File: src/rtl/mod_arith_pkg.sv
// mod_arith_pkg: shared types and width helpers for the modular-arithmetic datapath.
//   state_e   - 2-bit FSM state encoding used by the iterative units (IDLE/RUN/DONE)
//   sum_width - width of an operand+modulus sum that keeps the carry out
package mod_arith_pkg;

    typedef enum logic [1:0] {
        IDLE = 2'd0,
        RUN  = 2'd1,
        DONE = 2'd2
    } state_e;

    // One guard bit on top of the operand width holds the carry of acc + mod.
    localparam int unsigned SUM_GUARD_BITS = 1;

    function automatic int unsigned sum_width(input int unsigned bw);
        return bw + SUM_GUARD_BITS;
    endfunction

endpackage

File: src/rtl/mod_halver_iter_if.sv
// mod_halver_iter_if: control/data bundle of the iterative modular halver.
//   iEn, iClr, iStart, iData, iMod, iShift - requests toward the halver
//   oBusy, oValid, oData                   - status and result from the halver
//   oErr (only with MOD_HALVER_ITER_CHECK_EN) - operand precondition flag
// Modports: master drives requests, slave is the halver side.
interface mod_halver_iter_if #(
    parameter int unsigned BITWIDTH = 32,
    parameter int unsigned CNTWIDTH = 6
);
    logic                iEn;
    logic                iClr;
    logic                iStart;
    logic [BITWIDTH-1:0] iData;
    logic [BITWIDTH-1:0] iMod;
    logic [CNTWIDTH-1:0] iShift;
    logic                oBusy;
    logic                oValid;
    logic [BITWIDTH-1:0] oData;
`ifdef MOD_HALVER_ITER_CHECK_EN
    logic                oErr;
`endif

    modport master (
        output iEn, iClr, iStart, iData, iMod, iShift,
`ifdef MOD_HALVER_ITER_CHECK_EN
        input  oErr,
`endif
        input  oBusy, oValid, oData
    );

    modport slave (
        input  iEn, iClr, iStart, iData, iMod, iShift,
`ifdef MOD_HALVER_ITER_CHECK_EN
        output oErr,
`endif
        output oBusy, oValid, oData
    );

endinterface

File: src/rtl/mod_halver.sv
// mod_halver: one combinational modular halving step, x * 2^-1 mod m (m odd).
//   iData - operand, expected < iMod
//   iMod  - odd modulus
//   oData - (iData even) ? iData/2 : (iData + iMod)/2
module mod_halver
    import mod_arith_pkg::*;
#(
    parameter int unsigned BITWIDTH = 32
) (
    input  logic [BITWIDTH-1:0] iData,
    input  logic [BITWIDTH-1:0] iMod,
    output logic [BITWIDTH-1:0] oData
);

    localparam int unsigned SUMW = sum_width(BITWIDTH);

    logic [SUMW-1:0] sum_w;

    // An odd operand plus an odd modulus is even, so the shift is exact.
    always_comb begin
        sum_w = SUMW'(iData) + (iData[0] ? SUMW'(iMod) : '0);
        oData = BITWIDTH'(sum_w >> 1);
    end

endmodule

File: src/rtl/mod_halver_iter.sv
// mod_halver_iter: iterative modular halver, oData = iData * 2^-k mod iMod.
//   iClk  - clock, rising edge
//   iRstN - asynchronous active-low reset
//   bus   - mod_halver_iter_if slave: iEn/iClr/iStart/iData/iMod/iShift in,
//           oBusy/oValid/oData (and oErr) out
// Optional feature macro: MOD_HALVER_ITER_CHECK_EN adds oErr, flagging an even
// modulus or an operand not below the modulus at start acceptance.
module mod_halver_iter
    import mod_arith_pkg::*;
#(
    parameter int unsigned BITWIDTH = 32,
    parameter int unsigned CNTWIDTH = 6
) (
    input logic                iClk,
    input logic                iRstN,
    mod_halver_iter_if.slave   bus
);

    state_e              state_q;
    logic [BITWIDTH-1:0] acc_q;
    logic [BITWIDTH-1:0] mod_q;
    logic [CNTWIDTH-1:0] cnt_q;
    logic                busy_q;
    logic                valid_q;
    logic [BITWIDTH-1:0] data_q;
    logic [BITWIDTH-1:0] acc_d;
`ifdef MOD_HALVER_ITER_CHECK_EN
    logic                err_q;
`endif

    mod_halver #(.BITWIDTH(BITWIDTH)) u_step (
        .iData (acc_q),
        .iMod  (mod_q),
        .oData (acc_d)
    );

    always_ff @(posedge iClk or negedge iRstN) begin
        if (!iRstN) begin
            state_q <= IDLE;
            acc_q   <= '0;
            mod_q   <= '0;
            cnt_q   <= '0;
            busy_q  <= 1'b0;
            valid_q <= 1'b0;
            data_q  <= '0;
`ifdef MOD_HALVER_ITER_CHECK_EN
            err_q   <= 1'b0;
`endif
        end else if (bus.iClr) begin
            state_q <= IDLE;
            acc_q   <= '0;
            cnt_q   <= '0;
            busy_q  <= 1'b0;
            valid_q <= 1'b0;
            data_q  <= '0;
`ifdef MOD_HALVER_ITER_CHECK_EN
            err_q   <= 1'b0;
`endif
        end else if (bus.iEn) begin
            case (state_q)
                IDLE: begin
                    valid_q <= 1'b0;
                    if (bus.iStart) begin
                        acc_q  <= bus.iData;
                        mod_q  <= bus.iMod;
                        cnt_q  <= bus.iShift;
                        busy_q <= 1'b1;
`ifdef MOD_HALVER_ITER_CHECK_EN
                        err_q  <= ~bus.iMod[0] | (bus.iData >= bus.iMod);
`endif
                        // k=0: result is the operand itself, presented in DONE.
                        if (bus.iShift != '0) begin
                            state_q <= RUN;
                        end else begin
                            state_q <= DONE;
                            valid_q <= 1'b1;
                            data_q  <= bus.iData;
                        end
                    end
                end
                RUN: begin
                    acc_q <= acc_d;
                    cnt_q <= cnt_q - CNTWIDTH'(1);
                    // Output registers load on the final step so they are valid in DONE.
                    if (cnt_q == CNTWIDTH'(1)) begin
                        state_q <= DONE;
                        valid_q <= 1'b1;
                        data_q  <= acc_d;
                    end
                end
                DONE: begin
                    state_q <= IDLE;
                    valid_q <= 1'b0;
                    busy_q  <= 1'b0;
                end
                default: begin
                    state_q <= IDLE;
                    valid_q <= 1'b0;
                    busy_q  <= 1'b0;
                end
            endcase
        end
    end

    assign bus.oBusy  = busy_q;
    assign bus.oValid = valid_q;
    assign bus.oData  = data_q;
`ifdef MOD_HALVER_ITER_CHECK_EN
    assign bus.oErr   = err_q;
`endif

endmodule
File: src/flat_wrapper.sv
// flat-port wrapper written by rule: the top's interface ports become plain ports
module mod_halver_iter_flat import mod_arith_pkg::*;
#(
    parameter int unsigned BITWIDTH = 32,
    parameter int unsigned CNTWIDTH = 6
)
  (iClk, iRstN, bus_iEn, bus_iClr, bus_iStart, bus_iData, bus_iMod, bus_iShift, bus_oBusy, bus_oValid, bus_oData);
  mod_halver_iter_if #(.BITWIDTH(BITWIDTH), .CNTWIDTH(CNTWIDTH)) bus_i ();
  input logic iClk;
  input logic iRstN;
  input wire logic [$bits(bus_i.iEn)-1:0] bus_iEn;
  input wire logic [$bits(bus_i.iClr)-1:0] bus_iClr;
  input wire logic [$bits(bus_i.iStart)-1:0] bus_iStart;
  input wire logic [$bits(bus_i.iData)-1:0] bus_iData;
  input wire logic [$bits(bus_i.iMod)-1:0] bus_iMod;
  input wire logic [$bits(bus_i.iShift)-1:0] bus_iShift;
  output wire logic [$bits(bus_i.oBusy)-1:0] bus_oBusy;
  output wire logic [$bits(bus_i.oValid)-1:0] bus_oValid;
  output wire logic [$bits(bus_i.oData)-1:0] bus_oData;
  assign bus_i.iEn = bus_iEn;
  assign bus_i.iClr = bus_iClr;
  assign bus_i.iStart = bus_iStart;
  assign bus_i.iData = bus_iData;
  assign bus_i.iMod = bus_iMod;
  assign bus_i.iShift = bus_iShift;
  assign bus_oBusy = bus_i.oBusy;
  assign bus_oValid = bus_i.oValid;
  assign bus_oData = bus_i.oData;
  mod_halver_iter #(.BITWIDTH(BITWIDTH), .CNTWIDTH(CNTWIDTH)) u_core (.iClk(iClk), .iRstN(iRstN), .bus(bus_i));
endmodule
File: config.mk
export PLATFORM = sky130hd
export DESIGN_NAME = mod_halver_iter_flat
export DESIGN_NICKNAME = d
export VERILOG_FILES = /design/src/rtl/mod_arith_pkg.sv /design/src/rtl/mod_halver_iter_if.sv /design/src/rtl/mod_halver.sv /design/src/rtl/mod_halver_iter.sv /design/src/flat_wrapper.sv
export SDC_FILE = /design/constraint.sdc
export NUM_CORES = 1
export LEC_CHECK = 0
export CORE_ASPECT_RATIO = 0.7
export CORE_MARGIN = 10
export CORE_UTILIZATION = 45
export CTS_CLUSTER_DIAMETER = 40
export DETAILED_ROUTE_END_ITERATION = 10
export GPL_TIMING_DRIVEN = 1
export PLACE_DENSITY = 0.69
export SYNTH_ARGS = -nofsm -noshare
export SYNTH_HDL_FRONTEND = slang
export SYNTH_SLANG_ARGS = --single-unit
File: constraint.sdc
create_clock -name iClk -period 5.5 [get_ports iClk]
set_input_delay 0.825 -clock iClk [delete_from_list [all_inputs] [get_ports iClk]]
set_output_delay 0.825 -clock iClk [all_outputs]
set_load 0.01 [all_outputs]
==> run summary, run 1 <==
Setup violations remaining at the end of the flow were counted as 0. The tools report the cell area after technology mapping as 6685 µm². The tools report the critical register-to-register path startpoint as u_core.acc_q[0]. The tools report the clock power share as 0.272. The logs give 0.5585 for the final core area utilization and 0 for the post-detailed-route count of antenna-violating nets.

TritonCTS built the clock tree. After legalization and detailed placement, the total HPWL measured 14.00 mm. The run gives 0.425 as the sequential cell fraction of total power.

By area the synthesized netlist is led by sky130_fd_sc_hd__dfrtp_1 (40%), sky130_fd_sc_hd__mux2_2 (6.4%), sky130_fd_sc_hd__ha_1 (6.2%), sky130_fd_sc_hd__nand2_1 (5.1%), sky130_fd_sc_hd__nor2_1 (3.6%). The top-area cell type share of the netlist area was 0.3968. The run gives 1.99 ns as the flop-to-flop setup slack. The number of hold-slack violations in the final timing report came out at 0. The final route contains 5619 vias. The logs give 0 for the diode insertion count for antenna repair and 109 for the I/O pin total.

In this run the static leakage power is 3.609 nW. Setup repair after global routing left no endpoint under its margin. The shortest period the worst path allows was 3.513 ns. The total global routing overflow is 0. The die is 122.0 µm tall. Net count after synthesis: 824. The number of vias per cell after detailed routing was 5.613; the internal portion of total power was 1.582 mW.

In this run the worst hold path is classified as reg2reg. For the number of iterations in the first detailed-routing pass, the log shows 5. Synthesis produced a netlist whose cell count is 715. The worst-path maximum fanout was 34; the number of port buffers was 108.

The endpoint identified for the worst register-to-register timing path is u_core.acc_q[26]. The run gives 0.303 as the share of total power in combinational logic. The floorplan core area was 14630 µm²; the growth of design area from synthesis to finish was 22.22%.

The tool flagged a number of max-cap violations equal to 0. The most used flip-flop cell after synthesis is sky130_fd_sc_hd__dfrtp_1. Entering global routing, the biggest net connects 58 pins. The async set or reset register ratio after synthesis is 1.000, and the flip-flop and latch count after synthesis is 106.

The flow ran to the end, and the final reports show no timing, DRC or antenna violations. In this run the power density over the cells is 287.9 nW/µm². The worst setup path is captured at a register. The number of antenna violations at the first check in global routing came out at 0. In this run the mean area of a mapped cell was 9.350 µm². The first global-routing pass estimated 30.76 mm of wire. In this run the most critical hold path is launched from u_core.acc_q[5]. The count of cells along the worst hold path was 2; the headroom to the max-slew limit was 0.3963. STA puts the critical path data arrival time at 3.74 ns. Buffers inserted during clock tree synthesis total 9. For the required time of the worst setup path, the log shows 5.73 ns. The final routed DRC violation total is 0, and the clock slew at the register clock pins of the worst setup and hold paths is 0.08 ns. The element type at the critical path start was a register. The number of distinct library cells after synthesis is 70, and the number of inserted filler cells in the final layout is 1314. sky130_fd_sc_hd__dfrtp_1 is the most common cell in the netlist. For this design, the CTS-stage hold fixing added 0 buffers. The worst setup path is of the reg2reg kind. Number of nets at the end of the flow: 910. The via count of the first global-routing pass is 5748. Switching power share of the total: 0.3273. The library cell with the largest summed area after synthesis is sky130_fd_sc_hd__dfrtp_1. Across the routed clock network, the largest skew measured is 0.008430 ns. Area of all placed cells without fillers: 8170 µm². Capture endpoint of the worst hold path: u_core.acc_q[5]. The share of the cycle needed by the critical path after routing is 0.6386.

In this run, post-CTS repair resized a total of 0 instances. Number of enable flip-flop cells after synthesis: 0. In this run the clock root is driven by a sky130_fd_sc_hd__clkbuf_16. The logs give 106 for the clock net sink count and 0.1731 mV for the peak supply drop.

During synthesis, Yosys emitted a total of 0 warnings. Timing would allow up to 284.7 MHz. The routed length per instance came out at 18.63 µm. The max-slew violation count came out at 0. The floorplan step defined a die boundary enclosing 20210 µm².

The buffer count from post-CTS setup fixing came out at 0. The run gives 0.9313 as the final RePlAce weighted congestion. For the maximum clock insertion buffer count, the log shows 2. Slew at the pin closest to its max-slew limit: 0.9055 ns.

The logs give 0.35 ns for the worst-skew pair later-pin latency and 0.3968 for the portion of the post-synthesis area used by sequential elements. For the summed negative setup slack over all endpoints, the log shows 0 ns. The tools report the number of violations reported at the end of detailed-routing iteration 0 as 388. Counting instances in the post-synthesis netlist gives the leading cell types as sky130_fd_sc_hd__dfrtp_1 (106), sky130_fd_sc_hd__nand2_1 (90), sky130_fd_sc_hd__nor2_1 (64). The logic depth of the worst register-to-register path is 10, and the net load switching power is 769.8 µW.

For the floorplan row count, the log shows 37. The run gives 0.1841 as the global routing usage summed across all routing layers. The H-tree was split into 3 levels. The routed wire length was 18.65 mm. The starting utilization of the core area came out at 0.4570.

The die is 165.7 µm wide. In this run the cell area measured after placement is 7879 µm². The ratio of cells with drive above 1 in the final layout works out to 0.1166.
-- cell families (layout without fill, tap and decap cells) --
group / count (synthesis) / after routing / synth area share
AO/OA/AOI/OAI: 200 / 200 / 0.2147
XOR/XNOR: 22 / 22 / 0.02882
adder cells (fa/ha/maj): 34 / 34 / 0.06476
buffers and inverters: 57 / 148 / 0.03781
flip-flops: 106 / 106 / 0.3968
multiplexers: 47 / 47 / 0.07749
AND/OR/NAND/NOR: 249 / 249 / 0.1797
-- power by group through the flow --
stage	Sequential [mW]	Combinational, mW	Clock, mW
after global routing	1.02	0.792	0.686
final	0.999	0.713	0.639
after CTS	1.00	0.718	0.653
after global placement	1.01	0.698	0
after floorplan	0.987	0.460	0
after detailed placement	1.01	0.713	0
-- layer usage --
metal	vias up	part of all wire	global-route usage
met2	160	0.44	0.2792
met4	0	0.0057	0.03201
met3	10	0.055	0.04408
met5	-	0	0
li1	2737	-	-
met1	2712	0.50	0.2640
-- state kept, by name (all words and copies together), names as in the netlist --
| signal | count |
|---|---|
| u_core.cnt_q | 6 |
| u_core.state_q | 2 |
| u_core.acc_q | 32 |
| u_core.bus.oBusy | 1 |
| u_core.bus.oData | 32 |
| u_core.bus.oValid | 1 |
| u_core.mod_q | 32 |
-- metrics by stage --
stage / std cells / power (mW) / hold WS (ns) / setup slack [ns]
finish: 1001 / 2.352 / 0.4837 / 1.988
global route: 1001 / 2.495 / 0.5236 / 1.666
CTS: 1001 / 2.371 / 0.4845 / 1.974
detailed placement: 985 / 1.728 / 0.4691 / 1.909
global placement: 985 / 1.711 / 0.4597 / 1.961
floorplan: 715 / 1.448 / 0.4453 / 2.785
-- layout make-up --
type | instances | area (µm²) | share of cell area
Multi-Input combinational cell | 552 | 3789 | 0.4637
Sequential cell | 106 | 2653 | 0.3247
Timing Repair Buffer | 116 | 1134 | 0.1387
Clock buffer | 12 | 256.5 | 0.03139
Tap cell | 195 | 244.0 | 0.02986
Inverter | 16 | 60.06 | 0.007351
Clock inverter | 4 | 35.03 | 0.004288
-- worst max path at each step --
stage / startpoint / end / slack (ns) / cells after the start
2_1_floorplan: u_core.acc_q[0] / u_core.acc_q[26] / 2.78 / 11
3_3_place_gp: bus_iShift[3] / u_core.bus.oData[27] / 1.96 / 9
3_5_place_dp: bus_iShift[3] / u_core.bus.oData[27] / 1.91 / 9
4_1_cts: u_core.acc_q[0] / u_core.bus.oData[26] / 1.97 / 10
5_1_grt: u_core.acc_q[0] / u_core.acc_q[26] / 1.67 / 10
6_report: u_core.acc_q[0] / u_core.acc_q[26] / 1.99 / 10
-- worst max-delay path, stage by stage (launching register included) --
cell                       delay [ns]
sky130_fd_sc_hd__dfrtp_1         0.93
sky130_fd_sc_hd__and2_1          0.23
sky130_fd_sc_hd__ha_1            0.29
sky130_fd_sc_hd__a21oi_1         0.21
sky130_fd_sc_hd__o21ai_0         0.18
sky130_fd_sc_hd__a221oi_2        0.33
sky130_fd_sc_hd__nor2_1          0.08
sky130_fd_sc_hd__a311oi_2        0.40
sky130_fd_sc_hd__o21ai_0         0.19
sky130_fd_sc_hd__xnor2_1         0.18
sky130_fd_sc_hd__a221o_1         0.33
-- layout by cell type (no fill, tap or decap), types with 5 or more instances in the layout --
| cell | count |
|---|---|
| sky130_fd_sc_hd__nand3b_1 | 5 |
| sky130_fd_sc_hd__clkdlybuf4s50_1 | 106 |
| sky130_fd_sc_hd__nand2_1 | 90 |
| sky130_fd_sc_hd__a31oi_1 | 7 |
| sky130_fd_sc_hd__inv_1 | 16 |
| sky130_fd_sc_hd__xor2_1 | 6 |
| sky130_fd_sc_hd__mux2_2 | 38 |
| sky130_fd_sc_hd__nand4_1 | 5 |
| sky130_fd_sc_hd__a211oi_1 | 22 |
| sky130_fd_sc_hd__nand2b_1 | 13 |
| sky130_fd_sc_hd__a21o_1 | 20 |
| sky130_fd_sc_hd__ha_1 | 33 |
| sky130_fd_sc_hd__and2_1 | 35 |
| sky130_fd_sc_hd__buf_4 | 9 |
| sky130_fd_sc_hd__nor2_1 | 63 |
| sky130_fd_sc_hd__clkbuf_16 | 9 |
| sky130_fd_sc_hd__dfrtp_1 | 106 |
| sky130_fd_sc_hd__xnor2_1 | 16 |
| sky130_fd_sc_hd__o21bai_1 | 7 |
| sky130_fd_sc_hd__o21ai_0 | 41 |
| sky130_fd_sc_hd__mux2i_1 | 9 |
| sky130_fd_sc_hd__o31ai_1 | 8 |
| sky130_fd_sc_hd__nand3_1 | 6 |
| sky130_fd_sc_hd__a211oi_2 | 7 |
| sky130_fd_sc_hd__a21oi_1 | 38 |
(Power assumes the default switching activity.)
==> inputs of run 2 (changes only) <==
clock period = 3.5 ns   (was 5.5 ns; I/O delays follow)
==> run summary, run 2 (synthesized netlist as in run 1, its figures left out) <==
The flow ran to the end, and the final reports show no timing, DRC or antenna violations. The worst-skew pair later-pin latency came out at 0.35 ns (about the same). The tools report the global-route wire length before repair as 30.62 mm (-0.45%). The total power per unit cell area was 451.2 nW/µm² (+57%); the total via count in the routed design was 5658 (+0.69%). The total global routing overflow is 0 (unchanged), and the ratio of cells with drive above 1 in the final layout is 0.1288 (+0.01221). The library cell used most frequently in the layout, excluding fill and tap cells, is sky130_fd_sc_hd__clkdlybuf4s50_1. The number of iterations in the first detailed-routing pass was 4 (-1); the maximum clock insertion buffer count was 2 (unchanged). The diode insertion count for antenna repair is 0 (unchanged). The via count of the first global-routing pass was 5589 (-2.8%).

The routed length per instance works out to 18.55 µm (-0.41%). The run gives 0 (unchanged) as the final routed DRC violation total. Total clock buffers created by CTS: 9 (unchanged). Worst min-delay path class: in2async. The achievable frequency came out at 321.2 MHz (+13%). The tools report the element type at the critical path start as a register. Summed negative setup slack over all endpoints: 0 ns (unchanged). Routed wire length: 18.74 mm (+0.48%).

The largest individual stage delay along the critical path comes from the cell sky130_fd_sc_hd__dfrtp_2. The worst setup path is captured at a register. The slew at the pin closest to its max-slew limit was 0.6638 ns (-0.2418 ns); the die height was 122.0 µm (unchanged).

The tools report the number of violations reported at the end of detailed-routing iteration 0 as 459 (+18%). The I/O pin total is 109 (unchanged). The critical path goes through and2_1, ha_1, a21oi_1, o21ai_0, a221oi_2, nor2_1, a311oi_2, o221a_1, mux2i_1, a311oi_1.

For the number of endpoints failing setup at the final stage, the log shows 0 (unchanged). The clock net sink count is 106 (unchanged), and the starting utilization of the core area is 0.4570 (unchanged). The post-cts resize count was 0 (unchanged); the max-slew violation count was 0 (unchanged). TritonCTS built the clock tree. Setup repair after global routing left no endpoint under its margin. The required time of the worst setup path is 3.70 ns (-2.03 ns). The logs give 0.8807 (-5.4%) for the final RePlAce weighted congestion and 0 (unchanged) for the number of hold-slack violations in the final timing report. For the headroom to the max-slew limit, the log shows 0.5575 (+0.1612). The worst-path maximum fanout is 24 (-29%). The tools report the half-perimeter wire length of the detailed placement result as 14.13 mm (+0.96%). The run gives 14630 µm² (unchanged) as the floorplan core area. The number of nets at the end of the flow came out at 919 (+0.99%). Delay of the slowest cell on the worst path: 0.55 ns (-0.38 ns). From synthesis to final layout, the design area changed by 23.71%. The type of the setup path with the least slack is reg2reg. The shortest period the worst path allows came out at 3.113 ns (-0.3994 ns). The run gives 3 (unchanged) as the H-tree level count. Peak supply drop: 0.2524 mV (+46%). Worst clock skew: 0.008014 ns (-0.0004159 ns). The count of max-cap constraint violations was 0 (unchanged); the data arrival time of the critical path was 3.31 ns (-0.43 ns). For the largest net degree at the start of global routing, the log shows 56 (-3.4%). The overall die area was 20210 µm² (unchanged). The run gives 0 (unchanged) as the post-detailed-route count of antenna-violating nets.

The final core area utilization is 0.5653 (+0.006842), and the floorplan row count is 37 (unchanged). The chip width works out to 165.7 µm (unchanged). The number of antenna violations at the first check in global routing is 0 (unchanged). In the layout the commonest cells are sky130_fd_sc_hd__clkdlybuf4s50_1 (106), sky130_fd_sc_hd__dfrtp_1 (105), sky130_fd_sc_hd__nand2_1 (90). The number of hold buffers added after cts is 0 (unchanged). The share of the cycle needed by the critical path after routing was 0.8895 (+0.2508); the clock slew at the register clock pins of the worst setup and hold paths was 0.07 ns (about the same).

The static leakage power is 3.662 nW (+1.5%), and the number of vias per cell after detailed routing is 5.602 (-0.20%). The buffer count from post-CTS setup fixing was 0 (unchanged); the number of port buffers was 108 (unchanged). The tree is rooted in a sky130_fd_sc_hd__clkbuf_16. The global routing usage summed across all routing layers was 0.1826 (-0.001541).
-- run 2: changes by cell type in the layout (fill, tap and decap cells not counted), sizes merged --
| cell | previous run | this run |
|---|---|---|
| buf | 10 | 19 |
| clkinv | 3 | 1 |
| inv | 17 | 19 |
| clkbuf | 12 | 11 |
| clkinvlp | 0 | 1 |
-- run 2: path summary, 6_finish.rpt --
| kind | from | endpoint | slack [ns] | cells past startpoint |
|---|---|---|---|---|
| max | u_core.acc_q[0] | u_core.acc_q[30] | 0.39 | 10 |
| min in group iClk | u_core.bus.oValid | u_core.bus.oValid | 0.49 | 1 |
| max in group asynchronous | iRstN | u_core.acc_q[11] | 2.57 | 2 |
| max reg2reg | u_core.acc_q[0] | u_core.acc_q[30] | 0.39 | 10 |
| min reg2reg | u_core.bus.oValid | u_core.bus.oValid | 0.49 | 1 |
| min | iRstN | u_core.acc_q[30] | 0.20 | 1 |
-- run 2: where the power goes --
part	leakage, nW	total, mW	internal, mW	switching [mW]
clock network	0.145	1.01	0.534	0.479
registers	1.35	1.57	1.43	0.140
logic	2.17	1.15	0.547	0.605
total	3.66	3.73	2.51	1.22
-- run 2: per-stage QoR --
stage	area [µm²]	worst slack [ns]	cells	hold slack, ns	power (mW)
after floorplan	6685	0.7848	715	0.2294	2.275
after global placement	7971	0.3381	994	0.4603	2.714
after detailed placement	7971	0.2371	994	0.4696	2.733
after CTS	8269	0.2149	1010	0.2333	3.755
after global routing	8270	0.1790	1010	0.2496	3.946
final	8270	0.3869	1010	0.1978	3.732
-- run 2: worst max-delay path: cells and delay by family, from the launching register on --
family | cells | cell delay [ns]
flops | 1 | 0.55
compound gates | 6 | 1.54
mux | 1 | 0.26
fa+ha+maj | 1 | 0.32
simple gates | 2 | 0.29
-- run 2: metal layers --
layer	track usage	wire length, µm	up-vias
met1	0.2703	9686	2727
met3	0.03958	993	13
met2	0.2685	7877	170
met4	0.03366	181	0
met5	0	0	-
li1	-	-	2748
-- run 2: final cells by class --
cell class	instances	area [µm²]
tap	195	244.0
inverter	16	60.06
sequential	106	2654
clock inverter	5	45.04
clock buffer	11	252.7
timing repair buffer	125	1226
multi-input combinational	552	3789
fill	1314	6359
==> inputs of run 3 (changes only) <==
SLEW_MARGIN = 5   (was default)
==> results of run 3 <==
Same layout as run 2: the final DEF is identical, and so are final timing and power.
